==> src/rtl/lap_memory.sv <==
// Lap record store for the stopwatch: captures BCD snapshots into a
// circular buffer and multiplexes live or browsed digits to the display.
module lap_memory #(
   parameter int DEPTH = 8,
   parameter int AW    = 3
) (
   input  logic          clk,
   input  logic          rst_n,
   input  logic          lap,
   input  logic          browse,
   input  logic          clear,
   input  logic          on,
   input  logic          mode,
   input  logic [3:0]    live0,
   input  logic [3:0]    live1,
   input  logic [3:0]    live2,
   input  logic [3:0]    live3,
   input  logic [3:0]    save0,
   input  logic [3:0]    save1,
   input  logic [3:0]    save2,
   input  logic [3:0]    save3,
   input  logic [3:0]    save4,
   input  logic [3:0]    save5,
   input  logic [3:0]    save6,
   output logic [3:0]    liczba0,
   output logic [3:0]    liczba1,
   output logic [3:0]    liczba2,
   output logic [3:0]    liczba3,
   output logic [AW:0]   lap_count,
   output logic [AW-1:0] view_idx,
   output logic          viewing
);

   typedef enum logic {
      LIVE,
      VIEW
   } state_t;

   localparam logic [AW:0] FULL  = (AW+1)'(DEPTH);
   localparam logic [3:0]  BLANK = 4'd11;

   state_t         state;
   state_t         state_nxt;
   logic           lap_q;
   logic           browse_q;
   logic           lap_rise;
   logic           browse_rise;
   logic           erase;
   logic           cap;
   logic [AW-1:0]  wr_ptr;
   logic [AW-1:0]  wr_ptr_nxt;
   logic [AW-1:0]  view_idx_nxt;
   logic [AW-1:0]  rd_base;
   logic [AW-1:0]  rd_idx;
   logic [AW:0]    lap_count_nxt;
   logic [AW:0]    last_idx;
   logic [27:0]    mem [DEPTH];
   logic [27:0]    rec;
   logic [3:0]     disp0;
   logic [3:0]     disp1;
   logic [3:0]     disp2;
   logic [3:0]     disp3;

   assign lap_rise    = lap & ~lap_q;
   assign browse_rise = browse & ~browse_q;
   assign erase       = ~clear & on;
   assign cap         = lap_rise & ~erase;
   assign last_idx    = lap_count - 1'b1;

   // When full, lap_count[AW-1:0] is zero so the oldest entry sits at wr_ptr.
   assign rd_base = wr_ptr - lap_count[AW-1:0];
   assign rd_idx  = rd_base + view_idx;
   assign rec     = mem[rd_idx];

   always_comb begin
      state_nxt     = state;
      wr_ptr_nxt    = wr_ptr;
      lap_count_nxt = lap_count;
      view_idx_nxt  = view_idx;
      if (erase) begin
         state_nxt     = LIVE;
         wr_ptr_nxt    = '0;
         lap_count_nxt = '0;
         view_idx_nxt  = '0;
      end else begin
         if (lap_rise) begin
            wr_ptr_nxt = wr_ptr + 1'b1;
            if (lap_count != FULL) begin
               lap_count_nxt = lap_count + 1'b1;
            end
         end
         if (browse_rise) begin
            unique case (state)
               LIVE: begin
                  if (lap_count != '0) begin
                     state_nxt    = VIEW;
                     view_idx_nxt = '0;
                  end
               end
               VIEW: begin
                  if ({1'b0, view_idx} == last_idx) begin
                     state_nxt    = LIVE;
                     view_idx_nxt = '0;
                  end else begin
                     view_idx_nxt = view_idx + 1'b1;
                  end
               end
               default: state_nxt = LIVE;
            endcase
         end
      end
   end

   always_comb begin
      disp0 = live0;
      disp1 = live1;
      disp2 = live2;
      disp3 = live3;
      if (state == VIEW) begin
         if (mode) begin
            disp0 = rec[3:0];
            disp1 = rec[7:4];
            disp2 = rec[11:8];
            disp3 = rec[15:12];
         end else begin
            disp0 = rec[15:12];
            disp1 = rec[19:16];
            disp2 = rec[23:20];
            disp3 = rec[27:24];
         end
      end
   end

   always_ff @(posedge clk or negedge rst_n) begin
      if (!rst_n) begin
         state     <= LIVE;
         lap_q     <= 1'b0;
         browse_q  <= 1'b0;
         wr_ptr    <= '0;
         lap_count <= '0;
         view_idx  <= '0;
      end else begin
         state     <= state_nxt;
         lap_q     <= lap;
         browse_q  <= browse;
         wr_ptr    <= wr_ptr_nxt;
         lap_count <= lap_count_nxt;
         view_idx  <= view_idx_nxt;
      end
   end

   always_ff @(posedge clk or negedge rst_n) begin
      if (!rst_n) begin
         liczba0 <= BLANK;
         liczba1 <= BLANK;
         liczba2 <= BLANK;
         liczba3 <= BLANK;
         viewing <= 1'b0;
      end else begin
         liczba0 <= disp0;
         liczba1 <= disp1;
         liczba2 <= disp2;
         liczba3 <= disp3;
         viewing <= (state == VIEW);
      end
   end

   // Storage carries no reset; contents are only reachable through lap_count.
   always_ff @(posedge clk) begin
      if (cap) begin
         mem[wr_ptr] <= {save6, save5, save4, save3, save2, save1, save0};
      end
   end

endmodule
==> config.mk <==
export PLATFORM = sky130hd
export DESIGN_NAME = lap_memory
export DESIGN_NICKNAME = d
export VERILOG_FILES = /design/src/rtl/lap_memory.sv
export SDC_FILE = /design/constraint.sdc
export NUM_CORES = 1
export LEC_CHECK = 0
export CAP_MARGIN = 10
export CORE_ASPECT_RATIO = 0.7
export CORE_MARGIN = 2
export CORE_UTILIZATION = 35
export DETAILED_ROUTE_END_ITERATION = 16
export GPL_TIMING_DRIVEN = 0
export PLACE_DENSITY = 0.54
export SLEW_MARGIN = 20
export SYNTH_ARGS = -nofsm -noshare
export SYNTH_HDL_FRONTEND = slang
export SYNTH_SLANG_ARGS = --single-unit
==> constraint.sdc <==
create_clock -name clk -period 9.8 [get_ports clk]
set_input_delay 0.98 -clock clk [delete_from_list [all_inputs] [get_ports clk]]
set_output_delay 0.98 -clock clk [all_outputs]
set_load 0.1 [all_outputs]
### Word level (Yosys, flattened, before mapping)

Memories as Yosys holds them, arrays and structs flattened.
Cells that the tools add are included.

| word-level totals | value |
|---|---|
| flip-flop bits (word level) | 30 |
| output and inout bits | 24 |
| input port bits | 51 |
| memories kept | 1 |
| RAM bits | 224 |

Memories:

| name | depth | bits a word | rd ports | clocked after memory_dff | wr ports | line | source |
|---|---|---|---|---|---|---|---|
| mem | 8 | 28 | 1 | 0 | 1 | 57 | `logic [27:0] mem [DEPTH];` |

| cells by class | value |
|---|---|
| reduce and logical (&&, ||, !) cells | 6 |
| muxes and demuxes | 25 |
| $add $sub $neg | 6 |
| equality and inequality tests | 3 |
| bitwise logic cells | 9 |

Operators by type and width:

| operator | count |
|---|---|
| two-way mux 4 bit | 11 |
| two-way mux 3 bit | 6 |
| adder 3 x 1 -> 3 bit (second input constant) | 2 |
| two-way mux 1 bit | 6 |
| case mux 3 bit (2 select lines) | 1 |
| nonzero test 2 bit | 3 |
| inverter 1 bit | 5 |
| adder 4 x 1 -> 4 bit (second input constant) | 1 |
| bitwise AND 1 bit | 4 |
| == test 3 x 4 -> 1 bit | 1 |
| inequality test 4 bit (second input constant) | 1 |
| AND reduction 2 bit | 2 |
| nonzero test 4 bit | 1 |
| subtractor 4 x 1 -> 4 bit (second input constant) | 1 |
| adder 3 bit | 1 |
| inequality test 3 bit (second input constant) | 1 |
| subtractor 3 bit | 1 |
| case mux 1 bit (2 select lines) | 1 |

### Longest topological paths before layout

Gate-level depths: netlist of run 1.

| depth | value |
|---|---|
| word-level depth | 6 |
| depth in mapped cells | 12 |
| depth with buffers taken out | 11 |

### Least setup slack after synthesis of run 1

Ideal clock, no wire load.

| timing path | value |
|---|---|
| path type | input-to-reg |
| start | input lap |
| end | memory mem[1][0], enable pin |
| setup slack | 5.836 ns |
| data arrival time | 3.516 ns |
| data required time | 9.352 ns |
| cell stages on the path | 4 |
| cells stage by stage | nor2b_1 clkbuf_1 nand3_1 nor3_1 |

| on the way | value |
|---|---|
| longest elaborated chain between the ends | 4 |

RTL lines:

| item | line | source |
|---|---|---|
| start: declaration | 9 | `input logic lap,` |
| bitwise AND 1 bit | 64 | `assign lap_rise = lap & ~lap_q;` |
| bitwise AND 1 bit | 67 | `assign cap = lap_rise & ~erase;` |
| two-way mux 1 bit | 170 | `if (cap) begin` |
| two-way mux 1 bit (not written as such) | 171 | `mem[wr_ptr] <= {save6, save5, save4, save3, save2, save1, save0};` |
| end: declaration | 57 |  |

No other way between the ends.

### Worst setup path in the final report of run 1

| timing path | value |
|---|---|
| start | register lap_count[0] |
| end | register liczba3[1] |

| on the way | value |
|---|---|
| longest elaborated chain between the ends | 5 |

RTL lines:

| item | line | source |
|---|---|---|
| start: declaration | 29 | `output logic [AW:0] lap_count,` |
| start signal: assignment | 147 | `lap_count <= lap_count_nxt;` |
| subtractor 3 bit | 71 | `assign rd_base = wr_ptr - lap_count[AW-1:0];` |
| adder 3 bit | 72 | `assign rd_idx = rd_base + view_idx;` |
| memory (8 x 28 bit) | n/a |  |
| two-way mux 4 bit | 120 | `if (mode) begin` |
| two-way mux 4 bit | 119 | `if (state == VIEW) begin` |
| via disp3[1] | 62 | `logic [3:0] disp3;` |
| end signal: assignment | 163 | `liczba3 <= disp3;` |
| end: declaration | 28 | `output logic [3:0] liczba3,` |

The timed path passes the listed nets, and every way through them passes these cells.
A chain may end at the register's enable or synchronous reset.

==> results_dict.tcl, run 1 <==
set metrics [dict create \
    place.port_buffers 74 \
    cts_setup_buffers 0 \
    synth_top_cell_area_share 0.676 \
    io_pins 75 \
    hp-class "primary input to asynchronous set/reset pin" \
    cp_cell_sequence "ha_1 > inv_1 > ha_1 > inv_1 > fa_1 > clkbuf_1 > clkbuf_1 > mux4_2 > mux2i_1 > o221ai_1" \
    clock_insertion_delay_worst_skew_ns 0.51 \
    nets 650 \
    reg2reg_slack_ns 5.64 \
    drt_iter0_markers 329 \
    multi_input_area_um2 2360 \
    worstPathArrival_ns 4.55 \
    synth_compound_area_frac 0.0197 \
    synth_cell_types 33 \
    synthesis.area_um2 9950 \
    wl_um 22900 \
    grt_use_total 0.158 \
    die_h_um 145 \
    gp_congestion 0.740 \
    core_area_um2 27900 \
    clkTransAtPathRegs_ns 0.06 \
    ys.flop_type "edfxtp_1" \
    slowest_stage "clkbuf_1" \
    synthAdderAreaFrac 0.0116 \
    wl_met3_um 1500 \
    drive_above_1_share 0.230 \
    clock-root-buffer "clkbuf_16" \
    required_ns 10.19 \
    die-area_um2 29800 \
    cts_tree "yes" \
    clk_path_buf_depth 3 \
    fin_skew_ns 0.0108 \
    synth_seq_area_share 0.753 \
    die_w_um 206 \
    synthTopCellsByArea "edfxtp_1 68%, mux4_2 13%, dfrtp_1 4.5%" \
    num-fill-cells 2387 \
    synth-simple-area-share 0.0299 \
    worst_setup_path_start_kind "flip-flop" \
    cts_resized 0 \
    synthMuxAreaShare 0.155 \
    drt-pass1-iter-count 4 \
    viasPerCell 5.05 \
    synthToLayoutAreaGrowth_pct 23.3 \
    maxCapViolations 0 \
    synth-xor-area-share 0.0152 \
    grt_overflow_total 0 \
    grt_pass1_vias 5184 \
    setup_violations 0 \
    antenna_found_initial 0 \
    synthArstFlopShare 0.118 \
    total_leakage_power_nw 4.08 \
    cts-htree-levels 1 \
    critPathMaxFanout 10 \
    setup_tns_ns 0 \
    grt_max_degree 19 \
    r2r_start "lap_count[0]$_DFFE_PN0P_" \
    route.detailed.drc 0 \
    synth.avg_cell_area_um2 21.0 \
    layout.area.seq_um2 7490 \
    crit_type "flip-flop to flip-flop" \
    grt_first_pass_wirelength_um 34300 \
    cts_made_buffers 25 \
    cpPeakStageDelay_ns 0.72 \
    period_minus_slack_ns 4.16 \
    min_period_over_period 0.424 \
    yosysTopAreaCell "edfxtp_1" \
    path_delay_family "buffers and inverters" \
    setup.worst_path.end_class "flip-flop" \
    holdBufCountCts 0 \
    fmax_mhz 240 \
    drtAntennaViolNets 0 \
    drt-met1-wl_um 10600 \
    final_hold_viol_count 0 \
    preCtsSetupSlack_ns 5.57 \
    hpwl_um 15800 \
    r2r_cells 10 \
    tightestPinTransition_ns 0.986 \
    synthCells 474 \
    vias 4953 \
    outcome "finished clean" \
    synth_warnings 0 \
    diodes 0 \
    pwr_density_cell_nw_per_um2 277 \
    critPathBufInv 4 \
    cts_sinks 254 \
    reg2reg_to "liczba3[1]$_DFF_PN1_" \
    start_util 0.357 \
    rows 51 \
    post-synth-top-count-cell "edfxtp_1" \
    rsz0062_at_grt "no" \
    ys_ff_latch 254 \
    maxSlewViolCount 0 \
    synth_top_family_by_area "multiplexers" \
    synth_nets 533 \
    slew_headroom 0.341 \
    highest_layer "met4" \
    wl_met2_um 10500 \
    utilization 0.440 \
    wl_per_cell_um 23.4 \
    synth_edf_count 224 \
    vdd_drop_max_mv 0.154 \
    layout_setup_ws_ns 5.64 \
    synthTopCellsByCount "224 x edfxtp_1, 56 x mux4_2, 28 x mux2i_1" \
]
==> power by group <==
| group | internal, W | total (W) | switching (W) |
|---|---|---|---|
| combinational | 0.000490 | 0.00122 | 0.000725 |
| clock | 0.000543 | 0.000924 | 0.000381 |
| sequential | 0.00124 | 0.00126 | 0.0000220 |
| total | 0.00227 | 0.00340 | 0.00113 |
==> sequential cells by signal (all words and copies together) (netlist names) <==
| name | count |
|---|---|
| mem | 224 |
| lap_count | 4 |
| liczba0 | 4 |
| liczba1 | 4 |
| liczba2 | 4 |
| liczba3 | 4 |
| view_idx | 3 |
| wr_ptr | 3 |
| browse_q | 1 |
| lap_q | 1 |
| state | 1 |
| viewing | 1 |
==> stage by stage <==
stage	total power (W)	hold WS [ns]	cells	instance area [µm²]
CTS	0.00345	0.404	980	12300
detailed placement	0.00252	0.483	935	11500
global route	0.00355	0.422	980	12300
finish	0.00340	0.412	980	12300
global placement	0.00250	0.475	919	11200
floorplan	0.00214	0.412	474	9950
==> cells in the final DEF (no fill, tap or decap), types with 6 or more instances in the layout <==
cell type and instances:
nand2_1 7, nand3_1 6, clkbuf_16 25, buf_2 7, nand2b_1 19, edfxtp_1 224
dfrtp_1 18, mux2i_1 28, clkdlybuf4s50_1 73, nor2_4 6, buf_16 6, inv_1 9
xnor2_1 7, nor2_1 9, ha_1 6, clkbuf_1 18, buf_4 6, dfstp_2 12
o221ai_1 16, mux4_2 56
==> metal layers <==
layer,GRT usage,up-vias
met3,0.0238,28
met2,0.241,140
met5,0,-
li1,-,2168
met4,0.0302,0
met1,0.242,2617
==> cell families (layout without fill, tap and decap cells) <==
logic type / Yosys count / in the layout
muxes: 84 / 84
AOI/OAI and AO/OA: 25 / 25
buffers and inverters: 32 / 167
xor gates and xnor gates: 13 / 13
and+or+nand+nor: 58 / 58
adders and majority gates: 8 / 8
DFF: 254 / 254
==> layout make-up <==
type / count / area share
Inverter: 9 / 0.00275
Buffer: 23 / 0.0102
Clock inverter: 11 / 0.00836
Tap cell: 371 / 0.0378
Timing Repair Buffer: 90 / 0.0822
Sequential cell: 254 / 0.610
Clock buffer: 34 / 0.0562
Multi-Input combinational cell: 188 / 0.192
==> worst max-delay path by stage <==
stage / slack [ns] / to / startpoint / cells past startpoint
after floorplan: 5.84 / mem[1][0]$_DFFE_PP_ / lap / 4
after global placement: 3.02 / mem[1][24]$_DFFE_PP_ / lap / 5
after detailed placement: 5.57 / liczba3[1]$_DFF_PN1_ / lap_count[0]$_DFFE_PN0P_ / 10
after CTS: 5.55 / liczba3[1]$_DFF_PN1_ / lap_count[0]$_DFFE_PN0P_ / 10
after global routing: 5.42 / liczba3[1]$_DFF_PN1_ / lap_count[0]$_DFFE_PN0P_ / 10
final: 5.64 / liczba3[1]$_DFF_PN1_ / lap_count[0]$_DFFE_PN0P_ / 10
No activity file was read; power rests on OpenSTA's default activity.
==> run 2: changes to the inputs <==
==> constraint.sdc (replaced) <==
create_clock -name clk -period 3.88 [get_ports clk]
set_input_delay 0.388 -clock clk [delete_from_list [all_inputs] [get_ports clk]]
set_output_delay 0.388 -clock clk [all_outputs]
set_load 0.1 [all_outputs]
==> run 2 against run 1 <==
Sequential share of layout area shrank 0.093 points. Setup slack lost 5.4 ns. First-iteration DRC count shrank 4.0%. Critical path type unchanged. Largest power group unchanged.
==> results_dict.tcl, run 2 (synthesized netlist as in run 1, its figures left out) <==
set metrics [dict create \
    largest_register_ffs 224 \
    hpwl_um 15800 \
    grt_overflow_total 0 \
    drtAntennaViolNets 0 \
    clk_path_buf_depth 3 \
    antenna_found_initial 0 \
    seq_power_share 0.370 \
    drt-pass1-iter-count 5 \
    setup.worst_path.end_class "flip-flop" \
    clock_insertion_delay_worst_skew_ns 0.52 \
    wl_per_cell_um 23.4 \
    cts_tree "yes" \
    total_leakage_power_nw 4.09 \
    grt_max_degree 19 \
    final_cell_area_um2 12300 \
    slowest_stage "fa_1" \
    die_w_um 206 \
    path_delay_family "adder cells" \
    fin_skew_ns 0.0144 \
    final_hold_viol_count 0 \
    cts_setup_buffers 0 \
    start_util 0.357 \
    worstPathArrival_ns 4.05 \
    top_register "mem" \
    p_int_w 0.00574 \
    die_h_um 145 \
    gp_congestion 0.740 \
    critPathMaxFanout 10 \
    dpl-instance-area_um2 11500 \
    vias 4982 \
    pwr-share-comb 0.358 \
    viasPerCell 5.07 \
    critPathBufInv 4 \
    cts_sinks 254 \
    drt_iter0_markers 316 \
    setup_violations 0 \
    final_common_cell "edfxtp_1" \
    grt_first_pass_wirelength_um 34300 \
    final_cell_mix "224 x edfxtp_1, 73 x clkdlybuf4s50_1, 56 x mux4_2" \
    route.detailed.drc 0 \
    hp-class "primary input to flip-flop" \
    rsz0062_at_grt "no" \
    grt_use_total 0.158 \
    wl_um 23000 \
    maxSlewViolCount 0 \
    num-fill-cells 2381 \
    grt_pass1_vias 5184 \
    maxCapViolations 0 \
    power_switching_share 0.332 \
    io_pins 75 \
    clkTransAtPathRegs_ns 0.06 \
    fmax_mhz 273 \
    pwr_density_cell_nw_per_um2 699 \
    vdd_drop_max_mv 0.407 \
    outcome "finished clean" \
    worst_setup_path_start_kind "flip-flop" \
    cp_cell_sequence "ha_1 > inv_1 > ha_1 > inv_1 > fa_1 > clkbuf_2 > clkbuf_2 > mux4_2 > mux2i_1 > o221ai_1" \
    place.port_buffers 74 \
    synthToLayoutAreaGrowth_pct 23.5 \
    switching_power_w 0.00286 \
    slew_headroom 0.342 \
    cts-htree-levels 1 \
    cpPeakStageDelay_ns 0.58 \
    period_minus_slack_ns 3.66 \
    p_clk_frac 0.271 \
    required_ns 4.27 \
    dp_cells 935 \
    cts_made_buffers 25 \
    crit_type "flip-flop to flip-flop" \
    die-area_um2 29800 \
    tightestPinTransition_ns 0.984 \
    rows 51 \
    drive_above_1_share 0.238 \
    core_area_um2 27900 \
    min_period_over_period 0.944 \
    clock-root-buffer "clkbuf_16" \
    nets 651 \
    layoutNonFillerInstCount 982 \
    utilization 0.441 \
]
run 2: cell count changes in the layout (fill, tap and decap cells not counted):
| cell | change |
|---|---|
| clkbuf_2 | +5 |
| dlygate4sd3_1 | +1 |
| diode_2 | +1 |
| clkbuf_1 | -5 |
run 2: routing by layer:
| layer | global-route usage | part of all wire |
|---|---|---|
| met5 | 0 | 0 |
| met4 | 0.0302 | 0.014 |
| met3 | 0.0238 | 0.044 |
| met2 | 0.242 | 0.47 |
| met1 | 0.241 | 0.48 |
run 2: power by group through the flow:
stage	sequential (W)	clock, W	combinational [W]
floorplan	0.00369	0	0.00170
global placement	0.00324	0	0.00307
detailed placement	0.00324	0	0.00313
CTS	0.00318	0.00240	0.00313
global route	0.00319	0.00252	0.00326
finish	0.00318	0.00233	0.00308
run 2: area by class of cell:
cell class	instances	area (µm²)	share of cell area
diodes	1	2.50	0.000204
inverters	9	33.8	0.00275
well taps	371	464	0.0378
plain buffers	23	131	0.0107
clock inverters	11	103	0.00835
repair buffers	91	1020	0.0829
multi-input cells	188	2360	0.192
clock buffers	34	689	0.0561
flip-flops and latches	254	7490	0.610
run 2: timing repair:
item                       in CTS  in global routing
hold buffers                    1                  0
hold endpoints to repair        3                  0
setup endpoints to repair      11                  0
resized for setup               5                  0
run 2: path summary, 6_finish.rpt:
path | endpoint | start | slack, ns | depth (start not counted)
setup / recovery | liczba3[1]$_DFF_PN1_ | lap_count[0]$_DFFE_PN0P_ | 0.22 | 10
hold reg to reg | viewing$_DFF_PN0_ | state$_DFFE_PN0P_ | 0.50 | 0
hold / removal | lap_q$_DFF_PN0_ | lap | 0.34 | 1
min in group asynchronous | liczba3[2]$_DFF_PN0_ | rst_n | 0.36 | 2
setup reg to reg | liczba3[1]$_DFF_PN1_ | lap_count[0]$_DFFE_PN0P_ | 0.22 | 10
max in group asynchronous | liczba0[1]$_DFF_PN1_ | rst_n | 3.00 | 3
run 2: metrics by stage:
| step | TNS, ns | setup slack, ns | power, W | hold slack (ns) |
|---|---|---|---|---|
| floorplan | 0 | 0.355 | 0.00540 | 0.0924 |
| global placement | -244.46 | -2.31 | 0.00631 | 0.475 |
| detailed placement | -1.60 | -0.349 | 0.00637 | 0.365 |
| CTS | 0 | 0.219 | 0.00872 | 0.329 |
| global route | 0 | 0.119 | 0.00898 | 0.330 |
| finish | 0 | 0.217 | 0.00859 | 0.340 |
run 2: worst reg2reg max path, stage by stage, from the launching register on:
cell      delay (ns)
dfrtp_1         0.48
ha_1            0.34
inv_1           0.06
ha_1            0.12
inv_1           0.05
fa_1            0.58
clkbuf_2        0.35
clkbuf_2        0.44
mux4_2          0.37
mux2i_1         0.46
o221ai_1        0.29
